$ cat src/rtl/char_string_sequencer_pkg.sv
// char_string_sequencer_pkg: shared cell geometry, colour type and sequencer state codes
package char_string_sequencer_pkg;
  localparam int CELL_W_DEF = 8;
  localparam int CELL_H_DEF = 10;
  localparam int SCREEN_W = 160;
  localparam int SCREEN_H = 120;
  typedef logic [5:0] colour_t;
  typedef logic [1:0] state_t;
  localparam state_t ST_IDLE   = 2'd0;
  localparam state_t ST_SCAN   = 2'd1;
  localparam state_t ST_DRAIN  = 2'd2;
  localparam state_t ST_FINISH = 2'd3;
endpackage

$ cat src/rtl/char_string_sequencer_scan_counter.sv
// char_scan_counter: nested px/py/ci walk over character cells, px fastest
module char_scan_counter #(
  parameter int CELL_W = 8,
  parameter int CELL_H = 10,
  parameter int CNT_W  = 4
) (
  input  logic             clk_i,
  input  logic             rst_ni,
  input  logic             clr_i,
  input  logic             step_i,
  input  logic [CNT_W-1:0] count_i,
  output logic [7:0]       px_o,
  output logic [7:0]       py_o,
  output logic [CNT_W-1:0] ci_o,
  output logic             last_o
);
  logic [7:0] px_q, px_d, py_q, py_d;
  logic [CNT_W-1:0] ci_q, ci_d;
  logic px_end, py_end;
  assign px_end = px_q == 8'(CELL_W - 1);
  assign py_end = py_q == 8'(CELL_H - 1);
  assign last_o = px_end & py_end & (CNT_W'(ci_q + 1'b1) == count_i);
  assign px_o = px_q;
  assign py_o = py_q;
  assign ci_o = ci_q;
  // advance px, carry into py at the cell's right edge, carry into ci at its bottom
  always_comb begin
    px_d = clr_i ? '0 : step_i ? (px_end ? '0 : px_q + 8'd1) : px_q;
    py_d = clr_i ? '0 : (step_i & px_end) ? (py_end ? '0 : py_q + 8'd1) : py_q;
    ci_d = clr_i ? '0 : (step_i & px_end & py_end) ? CNT_W'(ci_q + 1'b1) : ci_q;
  end
  // counter registers
  always_ff @(posedge clk_i or negedge rst_ni) begin
    if (!rst_ni) begin
      px_q <= '0;
      py_q <= '0;
      ci_q <= '0;
    end else begin
      px_q <= px_d;
      py_q <= py_d;
      ci_q <= ci_d;
    end
  end
endmodule

$ cat src/rtl/char_string_sequencer.sv
// char_string_sequencer: scans character cells through a glyph LUT and emits pixel plots
module char_string_sequencer
  import char_string_sequencer_pkg::*;
#(
  parameter int CELL_W = CELL_W_DEF,
  parameter int CELL_H = CELL_H_DEF,
  parameter int CNT_W  = 4
) (
  input  logic             clock_i,
  input  logic             resetn_i,
  input  logic             start_i,
  input  logic             abort_i,
  input  logic             clear_mode_i,
  input  logic [7:0]       origin_x_i,
  input  logic [7:0]       origin_y_i,
  input  logic [CNT_W-1:0] char_count_i,
  input  logic [5:0]       bg_colour_i,
  output logic [CNT_W-1:0] char_index_o,
  input  logic [7:0]       char_code_i,
  output logic [7:0]       glyph_code_o,
  output logic [7:0]       glyph_x_o,
  output logic [7:0]       glyph_y_o,
  input  logic             glyph_enable_i,
  input  logic [5:0]       glyph_colour_i,
  output logic             plot_o,
  output logic [7:0]       plot_x_o,
  output logic [7:0]       plot_y_o,
  output logic [5:0]       plot_colour_o,
  input  logic             plot_ready_i,
  output logic             busy_o,
  output logic             done_o
);
  state_t state_q, state_d;
  logic [7:0] ox_q, oy_q;
  logic [CNT_W-1:0] count_q;
  logic clear_q;
  colour_t bg_q;
  logic plot_q, done_q;
  logic [7:0] plot_x_q, plot_y_q;
  colour_t plot_colour_q;
  logic [7:0] px, py;
  logic [CNT_W-1:0] ci;
  logic last, accept, free, step;
  assign accept = (state_q == ST_IDLE) & start_i & !abort_i;
  assign free = !plot_q | plot_ready_i;
  assign step = (state_q == ST_SCAN) & free & !abort_i;
  char_scan_counter #(.CELL_W(CELL_W), .CELL_H(CELL_H), .CNT_W(CNT_W)) u_scan (
    .clk_i   (clock_i),
    .rst_ni  (resetn_i),
    .clr_i   (accept),
    .step_i  (step),
    .count_i (count_q),
    .px_o    (px),
    .py_o    (py),
    .ci_o    (ci),
    .last_o  (last)
  );
  assign char_index_o = ci;
  assign glyph_code_o = char_code_i;
  assign glyph_x_o = px;
  assign glyph_y_o = py;
  assign plot_o = plot_q;
  assign plot_x_o = plot_x_q;
  assign plot_y_o = plot_y_q;
  assign plot_colour_o = plot_colour_q;
  assign busy_o = state_q != ST_IDLE;
  assign done_o = done_q;
  // sequencing: abort beats everything, an empty string skips straight to FINISH
  always_comb begin
    state_d = abort_i ? ST_IDLE
            : accept ? (char_count_i == '0 ? ST_FINISH : ST_SCAN)
            : (step & last) ? ST_DRAIN
            : (state_q == ST_DRAIN & free) ? ST_FINISH
            : (state_q == ST_FINISH) ? ST_IDLE
            : state_q;
  end
  // state plus the job parameters captured when start is accepted
  always_ff @(posedge clock_i or negedge resetn_i) begin
    if (!resetn_i) begin
      state_q <= ST_IDLE;
      ox_q <= '0;
      oy_q <= '0;
      count_q <= '0;
      clear_q <= 1'b0;
      bg_q <= '0;
      done_q <= 1'b0;
    end else begin
      state_q <= state_d;
      done_q <= (state_q == ST_FINISH) & !abort_i;
      if (accept) begin
        ox_q <= origin_x_i;
        oy_q <= origin_y_i;
        count_q <= char_count_i;
        clear_q <= clear_mode_i;
        bg_q <= bg_colour_i;
      end
    end
  end
  // output stage: loads on every step, holds a pending pixel until the arbiter takes it
  always_ff @(posedge clock_i or negedge resetn_i) begin
    if (!resetn_i) begin
      plot_q <= 1'b0;
      plot_x_q <= '0;
      plot_y_q <= '0;
      plot_colour_q <= '0;
    end else if (abort_i) begin
      plot_q <= 1'b0;
    end else if (step) begin
      plot_q <= clear_q | glyph_enable_i;
      plot_x_q <= ox_q + 8'(int'(ci) * CELL_W) + px;
      plot_y_q <= oy_q + py;
      plot_colour_q <= clear_q ? bg_q : glyph_colour_i;
    end else if (plot_ready_i) begin
      plot_q <= 1'b0;
    end
  end
endmodule

$ cat config.mk
export PLATFORM = sky130hd
export DESIGN_NAME = char_string_sequencer
export DESIGN_NICKNAME = d
export VERILOG_FILES = /design/src/rtl/char_string_sequencer_pkg.sv /design/src/rtl/char_string_sequencer_scan_counter.sv /design/src/rtl/char_string_sequencer.sv
export SDC_FILE = /design/constraint.sdc
export NUM_CORES = 1
export LEC_CHECK = 0
export BUFFER_PORTS_ARGS = -buffer_cell sky130_fd_sc_hd__buf_2
export CORE_ASPECT_RATIO = 0.8
export CORE_MARGIN = 5
export CORE_UTILIZATION = 50
export DETAILED_ROUTE_END_ITERATION = 7
export PLACE_DENSITY = 0.84
export SLEW_MARGIN = 0
export SYNTH_ARGS = -nofsm -noshare
export SYNTH_HDL_FRONTEND = slang
export SYNTH_SLANG_ARGS = --single-unit
export TNS_END_PERCENT = 20
$ cat constraint.sdc
create_clock -name clock_i -period 2.8 [get_ports clock_i]
set_input_delay 0.42 -clock clock_i [delete_from_list [all_inputs] [get_ports clock_i]]
set_output_delay 0.42 -clock clock_i [all_outputs]
set_load 0.01 [all_outputs]
==> impl_metrics.toml, run 1 <==
[finish]
fin_cells = 602
area_growth_pct = 16.96
nets = 566
layout.cells.most_common_list = "nand2_1 (122), buf_2 (83), dfrtp_1 (73)"
antenna_cells = 0
fillers = 642
layout-drive-gt1-share = 0.2233
fin_util = 0.6095
layout_commonest_cell = "nand2_1"

[timing]
drv_slew = 0
worst_pin_slew_ns = 0.6489
setup_viol = 0
fin_crit_sh = 0.8642
rsz0062_at_grt = "no"
tns_ns = 0
hold_violations = 0
fin_skew_ns = 0.008390
period_minus_slack_ns = 2.420
slew_headroom = 0.5674
max_freq_mhz = 413.3

[run_status]
status = "finished clean"

[logic_synthesis]
ys_ff_latch = 73
ys_warn_count = 0
yosysUniqueCellTypes = 54
synth_nets = 489
syn_area_mm2 = 0.003925
syn_inst = 416
async_flop_share = 1.000
avgSynthCellArea_um2 = 9.435
synth_edf_count = 0
ys_seq_area_frac = 0.4654
synthFlopType = "dfrtp_1"

[route]
wl_mm = 9.267
drt_iter0_markers = 190
firstDrtPassIters = 4
drc_errors = 0
route.detailed.wl_per_inst_um = 15.39
num_vias = 3180
ant_nets = 0
drt-vias-per-instance = 5.282

[placed_design]
gp_congestion = 0.9301
dp_hpwl_mm = 6.955
port_buffers = 83
dp_cells = 587

[worst_setup_path]
start_kind = "flop"
cpMaxStageDelayCell = "fa_1"
crit_type = "flop to flop"
required_ns = 3.02
path_cells = "inv_1 -> fa_1 -> inv_1 -> ha_1 -> a211oi_1 -> o21bai_1 -> a21oi_1 -> xnor2_1 -> o21ai_0"
arrival_ns = 2.64
end_kind = "flop"
path_max_fanout = 6
cp_slowest_stage_delay_ns = 0.55
worst_path_most_repeated_cell = "inv_1"
critPathTopFamily = "adder cells"
cp_num_buf_inv = 2

[die]
die_h_um = 89.25
fp-row-count = 28
fp.dieW_um = 109.1
core_mm2 = 0.007532
die_area_mm2 = 0.009733
io_pins = 100
floorplan.initialDensity = 0.5211

[clock_tree]
hold_buffers = 0
cts-resized-gates = 0
clock_latency_ns = 0.35
root_buffer = "clkbuf_8"
cts_buffers = 9
cts_tree = "done"
cts_setup_buffers = 0
cts_sinks = 73
clkSlewWorstSetupHoldPaths_ns = 0.08
cts_buffer_depth = 2
htree_levels = 3

[global_routing]
grt_pass1_wl_mm = 15.50
grt_pass1_vias = 3210
grt_overflow = 0
grt.total_usage = 0.2055
grt_max_degree = 47
antenna_found_initial = 0

[power_and_ir_drop]
p_leak_nw = 2.359
ir_worst_vdd_uv = 244.7
power_density_mw_per_mm2 = 743.3

[min_path]
holdCritPathClass = "input pin to asynchronous set/reset pin"

[flow_run]
maxCapViolations = 0
flip-flops by register name (all words and copies together) (netlist names), 4 cells and up:
register	cells
plot_colour_o	6
bg_q	6
plot_x_o	8
oy_q	8
plot_y_o	8
count_q	4
u_scan.px_o	8
ox_q	8
u_scan.ci_o	4
u_scan.py_o	8
worst paths after layout:
path                                 from           to  slack, ns  depth (start not counted)
setup / recovery           u_scan.ci_o[0]  plot_x_o[7]       0.38                          9
hold / removal                   resetn_i  plot_x_o[2]       0.09                          1
setup reg to reg           u_scan.ci_o[0]  plot_x_o[7]       0.38                          9
hold reg to reg               plot_y_o[6]  plot_y_o[6]       0.47                          2
max in group asynchronous        resetn_i      oy_q[2]       2.05                          2
min in group clock_i        origin_x_i[2]      ox_q[2]       0.26                          3
synth_stat cells (all sizes together), types with 2 or more instances:
cell | number | area share
nand2 | 122 | 0.12
xor2 | 9 | 0.020
fa | 6 | 0.031
o21ai | 37 | 0.047
a31oi | 2 | 0.0032
dfrtp | 73 | 0.47
nor4b | 2 | 0.0083
o21bai | 3 | 0.0057
xnor2 | 19 | 0.042
a21o | 2 | 0.0038
nand3 | 5 | 0.0064
nor4 | 2 | 0.0048
and3 | 3 | 0.0048
inv | 13 | 0.012
mux2i | 6 | 0.015
o21a | 3 | 0.0057
and2 | 2 | 0.0032
or2 | 2 | 0.0032
buf | 13 | 0.023
clkbuf | 8 | 0.0077
a211oi | 4 | 0.0077
nor3 | 8 | 0.010
a21oi | 11 | 0.014
nor3b | 3 | 0.0086
o31ai | 2 | 0.0038
nor2 | 19 | 0.021
ha | 20 | 0.064
nand4 | 2 | 0.0070
per-layer routing:
metal / global-route usage / routed length (um) / vias to the layer above
li1: - / - / 1543
met3: 0.07509 / 773 / 15
met5: 0 / 0 / -
met2: 0.3166 / 4196 / 99
met4: 0.05505 / 122 / 0
met1: 0.2767 / 4174 / 1523
worst register-to-register path, delay by kind of cell (launching register included):
family          cells  cell delay (ns)
compound gates      4             0.65
xor+xnor            1             0.14
fa+ha+maj           2             0.90
buf+inv             2             0.15
flops               1             0.47
report_power, final:
part	leakage [nW]	internal, W	switching, W
registers	0.946	0.00135	0.000210
clock network	0.102	0.000453	0.000379
logic	1.31	0.000451	0.000573
total	2.36	0.00225	0.00116
layout make-up:
class / count / area (um^2) / share of cell area
repair buffers: 87 / 457.9 / 0.09975
multi-input cells: 309 / 1931 / 0.4206
clock inverters: 3 / 40.04 / 0.008722
flip-flops and latches: 73 / 1827 / 0.3979
well taps: 105 / 131.4 / 0.02862
clock buffers: 12 / 155.1 / 0.03380
inverters: 13 / 48.80 / 0.01063
cell families after synthesis:
group	synth area share
flip-flops	0.4654
XOR/XNOR	0.06248
buffers and inverters	0.04272
multiplexers	0.01530
adder cells (fa/ha/maj)	0.09436
AND/OR/NAND/NOR	0.2101
AO/OA/AOI/OAI	0.1097
per-stage QoR:
stage	total power [W]	area [um^2]	worst slack, ns	hold WS [ns]
after detailed placement	0.002603	4395	0.3909	0.4617
after global routing	0.003659	4591	0.2742	0.1353
after global placement	0.002549	4395	0.5270	0.4535
after CTS	0.003441	4591	0.3916	0.1014
final	0.003412	4591	0.3803	0.08963
after floorplan	0.002216	3925	0.5563	0.1244
No activity file was read; power rests on OpenSTA's default activity.
==> run 2: changes to the inputs <==
--- a/config.mk
+++ b/config.mk
@@ -8,11 +8,11 @@
 export BUFFER_PORTS_ARGS = -buffer_cell sky130_fd_sc_hd__buf_2
 export CORE_ASPECT_RATIO = 0.8
 export CORE_MARGIN = 5
-export CORE_UTILIZATION = 50
+export CORE_UTILIZATION = 48
 export DETAILED_ROUTE_END_ITERATION = 7
 export PLACE_DENSITY = 0.84
 export SLEW_MARGIN = 0
 export SYNTH_ARGS = -nofsm -noshare
 export SYNTH_HDL_FRONTEND = slang
 export SYNTH_SLANG_ARGS = --single-unit
-export TNS_END_PERCENT = 20
+export TNS_END_PERCENT = 30
==> constraint.sdc (replaced) <==
create_clock -name clock_i -period 2.05 [get_ports clock_i]
set_input_delay 0.3075 -clock clock_i [delete_from_list [all_inputs] [get_ports clock_i]]
set_output_delay 0.3075 -clock clock_i [all_outputs]
set_load 0.01 [all_outputs]
==> run 2 against run 1 <==
Effect of this change: the run now ends with negative setup slack left; worst hold slack better by 0.059 ns; register-to-register slack lost 0.43 ns; total power up 35%; sequential power is 35% higher; combinational power is 55% higher; sequential cell count stayed put; setup slack worse by 0.43 ns; largest power group unchanged.
==> impl_metrics.toml, run 2 (synthesis results as in run 1) <==
[run_status]
status = "complete, but fails checks"
violations = "negative setup slack"

[min_path]
holdCritPathClass = "input pin to flop"

[finish]
fin_util = 0.6043
layout.cells.most_common_list = "nand2_1 (122), buf_2 (83), dfrtp_1 (70)"
layout-drive-gt1-share = 0.2854
seqCellArea_mm2 = 0.001831
area_growth_pct = 22.35
multi_input_area_mm2 = 0.001992
fin_cells = 630
fillers = 654
layout_commonest_cell = "nand2_1"
nets = 590
antenna_cells = 0

[timing]
worst_pin_slew_ns = 0.6819
setup_viol = 3
fin_crit_sh = 1.025
hold_violations = 0
setup_slack_ns = -0.05032
slew_headroom = 0.5404
rsz0062_at_grt = "yes"
period_minus_slack_ns = 2.100
fin_skew_ns = 0.009553
max_freq_mhz = 476.1
drv_slew = 0
hold_ws_ns = 0.1490

[power_and_ir_drop]
p_switching_w = 0.001616
power_density_mw_per_mm2 = 960.8
p_leak_nw = 2.448
p_seq_frac = 0.455
clock_power_share = 0.204
intPower_w = 0.002998
pwr-share-comb = 0.342
swShare = 0.3502
ir_worst_vdd_uv = 373.2

[route]
route.detailed.wl_per_inst_um = 15.28
drt-vias-per-instance = 5.208
drt_iter0_markers = 238
firstDrtPassIters = 4
ant_nets = 0
wl_mm = 9.626
num_vias = 3281
drc_errors = 0

[worst_setup_path]
worst_path_most_repeated_cell = "inv_2"
path_cells = "inv_2 -> fa_1 -> inv_2 -> ha_4 -> a211oi_2 -> o21bai_1 -> a21oi_1 -> xnor2_1 -> o21ai_1"
start_kind = "flop"
cp_slowest_stage_delay_ns = 0.55
cpMaxStageDelayCell = "fa_1"
ff2ff_setup_slack_ns = -0.05
crit_type = "flop to flop"
path_max_fanout = 4
end_kind = "flop"
required_ns = 2.27
arrival_ns = 2.32

[clock_tree]
cts_sinks = 73
clock_latency_ns = 0.34
cts_tree = "done"
root_buffer = "clkbuf_8"
cts_buffers = 9
htree_levels = 3
clkSlewWorstSetupHoldPaths_ns = 0.07
cts_buffer_depth = 2

[die]
fp.dieW_um = 111.1
io_pins = 100
fp-row-count = 29
die_area_mm2 = 0.01010
floorplan.initialDensity = 0.4939
core_mm2 = 0.007946
die_h_um = 90.88

[placed_design]
dp_cells = 609
dp_hpwl_mm = 7.254
port_buffers = 83
gp_congestion = 0.9226
place_ws_ns = -0.03643

[global_routing]
grt_pass1_vias = 3216
antenna_found_initial = 0
grt_max_degree = 36
grt.total_usage = 0.1962
grt_overflow = 0
grt_pass1_wl_mm = 16.02

[flow_run]
maxCapViolations = 0
[run 2: cell types whose count changed in the layout (fill, tap and decap cells not counted), moves of 2 or more]
cell / change
fa_2: +2
clkbuf_1: +2
ha_1: -5
dfrtp_1: -3
inv_2: +3
fa_1: -2
clkinv_2: +2
clkbuf_8: -2
ha_4: +3
buf_4: +23
inv_1: -3
dfrtp_2: +3
ha_2: +2
[run 2: layer usage]
| layer | part of all wire | global-route usage | up-vias |
|---|---|---|---|
| li1 | - | - | 1591 |
| met1 | 0.46 | 0.2760 | 1567 |
| met2 | 0.45 | 0.2848 | 112 |
| met3 | 0.079 | 0.06899 | 11 |
| met4 | 0.014 | 0.06079 | 0 |
| met5 | 0 | 0 | - |
[run 2: worst paths after layout]
path                                  start  cells past startpoint          endpoint
max                          u_scan.px_o[3]                      9       plot_x_o[7]
min                          bg_colour_i[1]                      3           bg_q[1]
max reg2reg                  u_scan.px_o[3]                      9       plot_x_o[7]
min reg2reg                plot_colour_o[2]                      2  plot_colour_o[2]
max in group asynchronous          resetn_i                      3    u_scan.py_o[2]
min in group asynchronous          resetn_i                      2       plot_y_o[3]
[run 2: power groups by stage]
stage / Combinational (W) / Sequential, W / Clock [W]
after floorplan: 0.000866 / 0.00218 / 0
after global placement: 0.00145 / 0.00210 / 0
after detailed placement: 0.00150 / 0.00212 / 0
after CTS: 0.00154 / 0.00210 / 0.000960
after global routing: 0.00179 / 0.00215 / 0.00103
final: 0.00158 / 0.00210 / 0.000939
[run 2: metrics by stage]
step / TNS (ns) / cell area [um^2] / total power [W]
after floorplan: 0 / 3950 / 0.003048
after global placement: 0 / 4567 / 0.003552
after detailed placement: -0.03643 / 4567 / 0.003621
after CTS: -0.02027 / 4760 / 0.004598
after global routing: -0.4310 / 4802 / 0.004973
final: -0.1117 / 4802 / 0.004614
[run 2: final cells by class]
type	count	share of cell area
Timing Repair Buffer	111	0.1334
Sequential cell	73	0.3812
Tap cell	108	0.02814
Clock buffer	12	0.02814
Inverter	13	0.01016
Clock inverter	4	0.004169
Multi-Input combinational cell	309	0.4148
[run 2: repair_timing]
item                                   CTS  global route
hold buffers                             1             0
pin swaps                                7            10
endpoints found under the hold margin   14             0
gates resized for setup                  2             9
buffers inserted                         2             2
setup endpoints to repair                2             8
[run 2: worst max-delay path, delay by kind of cell, from the launching register on]
family	cells	cell delay [ns]
buffers and inverters	2	0.10
flip-flops	1	0.36
adder cells (fa/ha/maj)	2	0.80
AO/OA/AOI/OAI	4	0.58
XOR/XNOR	1	0.15
==> run 3: changes to the inputs <==
==> constraint.sdc (replaced) <==
create_clock -name clock_i -period 1.8 [get_ports clock_i]
set_input_delay 0.27 -clock clock_i [delete_from_list [all_inputs] [get_ports clock_i]]
set_output_delay 0.27 -clock clock_i [all_outputs]
set_load 0.01 [all_outputs]
==> run 3 against run 2 <==
Effect of this change: combinational power up 30%; core utilization grew 5.5 points; global-route usage is 0.72 points higher; non-clock buffer count increased by 30; critical path depth unchanged; via count up 4.9%; worst hold slack got worse by 0.052 ns; cell area is 9.1% higher; largest power group unchanged; clock-buffer cell count decreased by 2; the run still ends with negative setup slack left; die area is the same; sequential power is 14% higher; fmax grew 4.8%; highest routed layer unchanged.
==> impl_metrics.toml, run 3 (synthesis results as in run 1) <==
[run_status]
status = "complete, but fails checks"
violations = "negative setup slack"

[finish]
layout.cells.most_common_list = "nand2_1 (117), buf_2 (82), dfrtp_1 (69)"
layout_commonest_cell = "nand2_1"
antenna_cells = 0
nets = 620
area_growth_pct = 33.47
fin_cells = 660
fillers = 607
fin_util = 0.6593
layout-drive-gt1-share = 0.3841
final_cell_area_mm2 = 0.005239

[min_path]
holdCritPathClass = "input pin to flop"

[placed_design]
dpl_cell_area_mm2 = 0.004748
gp_congestion = 0.8782
dp_hpwl_mm = 7.579
port_buffers = 83
dp_cells = 632

[timing]
setup_viol = 13
setup_slack_ns = -0.2047
worst_pin_slew_ns = 0.4462
drv_slew = 0
period_minus_slack_ns = 2.005
hold_violations = 0
rsz0062_at_grt = "yes"
fin_crit_sh = 1.114
hold_ws_ns = 0.09669
fin_skew_ns = 0.01489
slew_headroom = 0.7025
max_freq_mhz = 498.8

[clock_tree]
clkSlewWorstSetupHoldPaths_ns = 0.09
cts_tree = "done"
cts_buffer_depth = 2
cts_sinks = 73
clock_latency_ns = 0.36
htree_levels = 3
root_buffer = "clkbuf_8"
cts_buffers = 9

[flow_run]
maxCapViolations = 0

[power_and_ir_drop]
ir_worst_vdd_uv = 474.8
intPower_w = 0.003722
p_seq_frac = 0.415
p_leak_nw = 2.641
swShare = 0.3518
p_switching_w = 0.002020
clock_power_share = 0.225
power_density_mw_per_mm2 = 1096
pwr-share-comb = 0.359

[global_routing]
grt_pass1_vias = 3471
grt_max_degree = 36
grt_overflow = 0
grt_pass1_wl_mm = 16.81
antenna_found_initial = 0
grt.total_usage = 0.2034

[die]
io_pins = 100
fp.dieW_um = 111.1
fp-row-count = 29
floorplan.initialDensity = 0.4939
core_mm2 = 0.007946
die_area_mm2 = 0.01010
die_h_um = 90.88

[route]
route.detailed.wl_per_inst_um = 16.07
firstDrtPassIters = 4
ant_nets = 0
drt-vias-per-instance = 5.214
wl_mm = 10.61
drc_errors = 0
num_vias = 3441
drt_iter0_markers = 173

[worst_setup_path]
start_kind = "flop"
end_kind = "flop"
arrival_ns = 2.24
required_ns = 2.04
crit_type = "flop to flop"
path_max_fanout = 4
run 3: cell count changes in the layout (fill, tap and decap cells not counted), sizes merged:
cell,before,now
buf,110,140
clkinvlp,0,4
clkinv,4,1
clkbuf,12,10
bufinv,0,1
run 3: power groups by stage:
stage / Sequential (W) / Clock, W / Combinational (W)
after global placement: 0.00238 / 0 / 0.00175
after global routing: 0.00245 / 0.00139 / 0.00229
after CTS: 0.00238 / 0.00132 / 0.00194
after detailed placement: 0.00240 / 0 / 0.00183
final: 0.00239 / 0.00129 / 0.00206
after floorplan: 0.00249 / 0 / 0.00101
run 3: area by class of cell:
class	count	area [um^2]	share of cell area
repair buffers	141	878.3	0.1677
flip-flops and latches	73	1832	0.3497
well taps	108	135.1	0.02579
clock inverters	6	68.82	0.01314
multi-input cells	309	2148	0.4101
clock buffers	10	127.6	0.02436
inverters	13	48.80	0.009315
run 3: routing by layer:
layer,track usage,vias to the layer above,share of wire
met5,0,-,0
met4,0.05471,0,0.022
met3,0.06832,24,0.065
met2,0.3359,103,0.48
met1,0.2574,1664,0.43
li1,-,1650,-
run 3: final timing paths:
kind / startpoint / end / slack, ns / depth (start not counted)
hold reg to reg: plot_x_o[3] / plot_x_o[3] / 0.48 / 2
setup / recovery: ox_q[3] / plot_x_o[7] / -0.20 / 9
max in group asynchronous: resetn_i / plot_x_o[3] / 0.79 / 3
hold / removal: bg_colour_i[0] / bg_q[0] / 0.1 / 3
min in group asynchronous: resetn_i / ox_q[4] / 0.40 / 2
setup reg to reg: ox_q[3] / plot_x_o[7] / -0.20 / 9
run 3: critical path: stages, from the launching register on:
cell      delay (ns)
dfrtp_1         0.36
inv_2           0.05
fa_1            0.56
inv_2           0.05
ha_4            0.22
a211oi_2        0.21
o21bai_1        0.08
a21oi_1         0.15
xnor2_1         0.13
o21ai_1         0.07
run 3: repair_timing:
item / in CTS / in global routing
setup endpoints to repair: 15 / 27
resized for setup: 14 / 41
pin swaps: 12 / 16
buffers inserted: 3 / 9
endpoints found under the hold margin: 32 / 0
hold buffers: 1 / 0
run 3: per-stage QoR:
step	worst slack, ns	setup TNS, ns	total power [W]
after floorplan	-0.1950	-0.5829	0.003497
after global placement	-0.1564	-0.3192	0.004129
after detailed placement	-0.2043	-0.7360	0.004230
after CTS	-0.2030	-0.9080	0.005635
after global routing	-0.3089	-2.760	0.006132
final	-0.2047	-1.146	0.005741
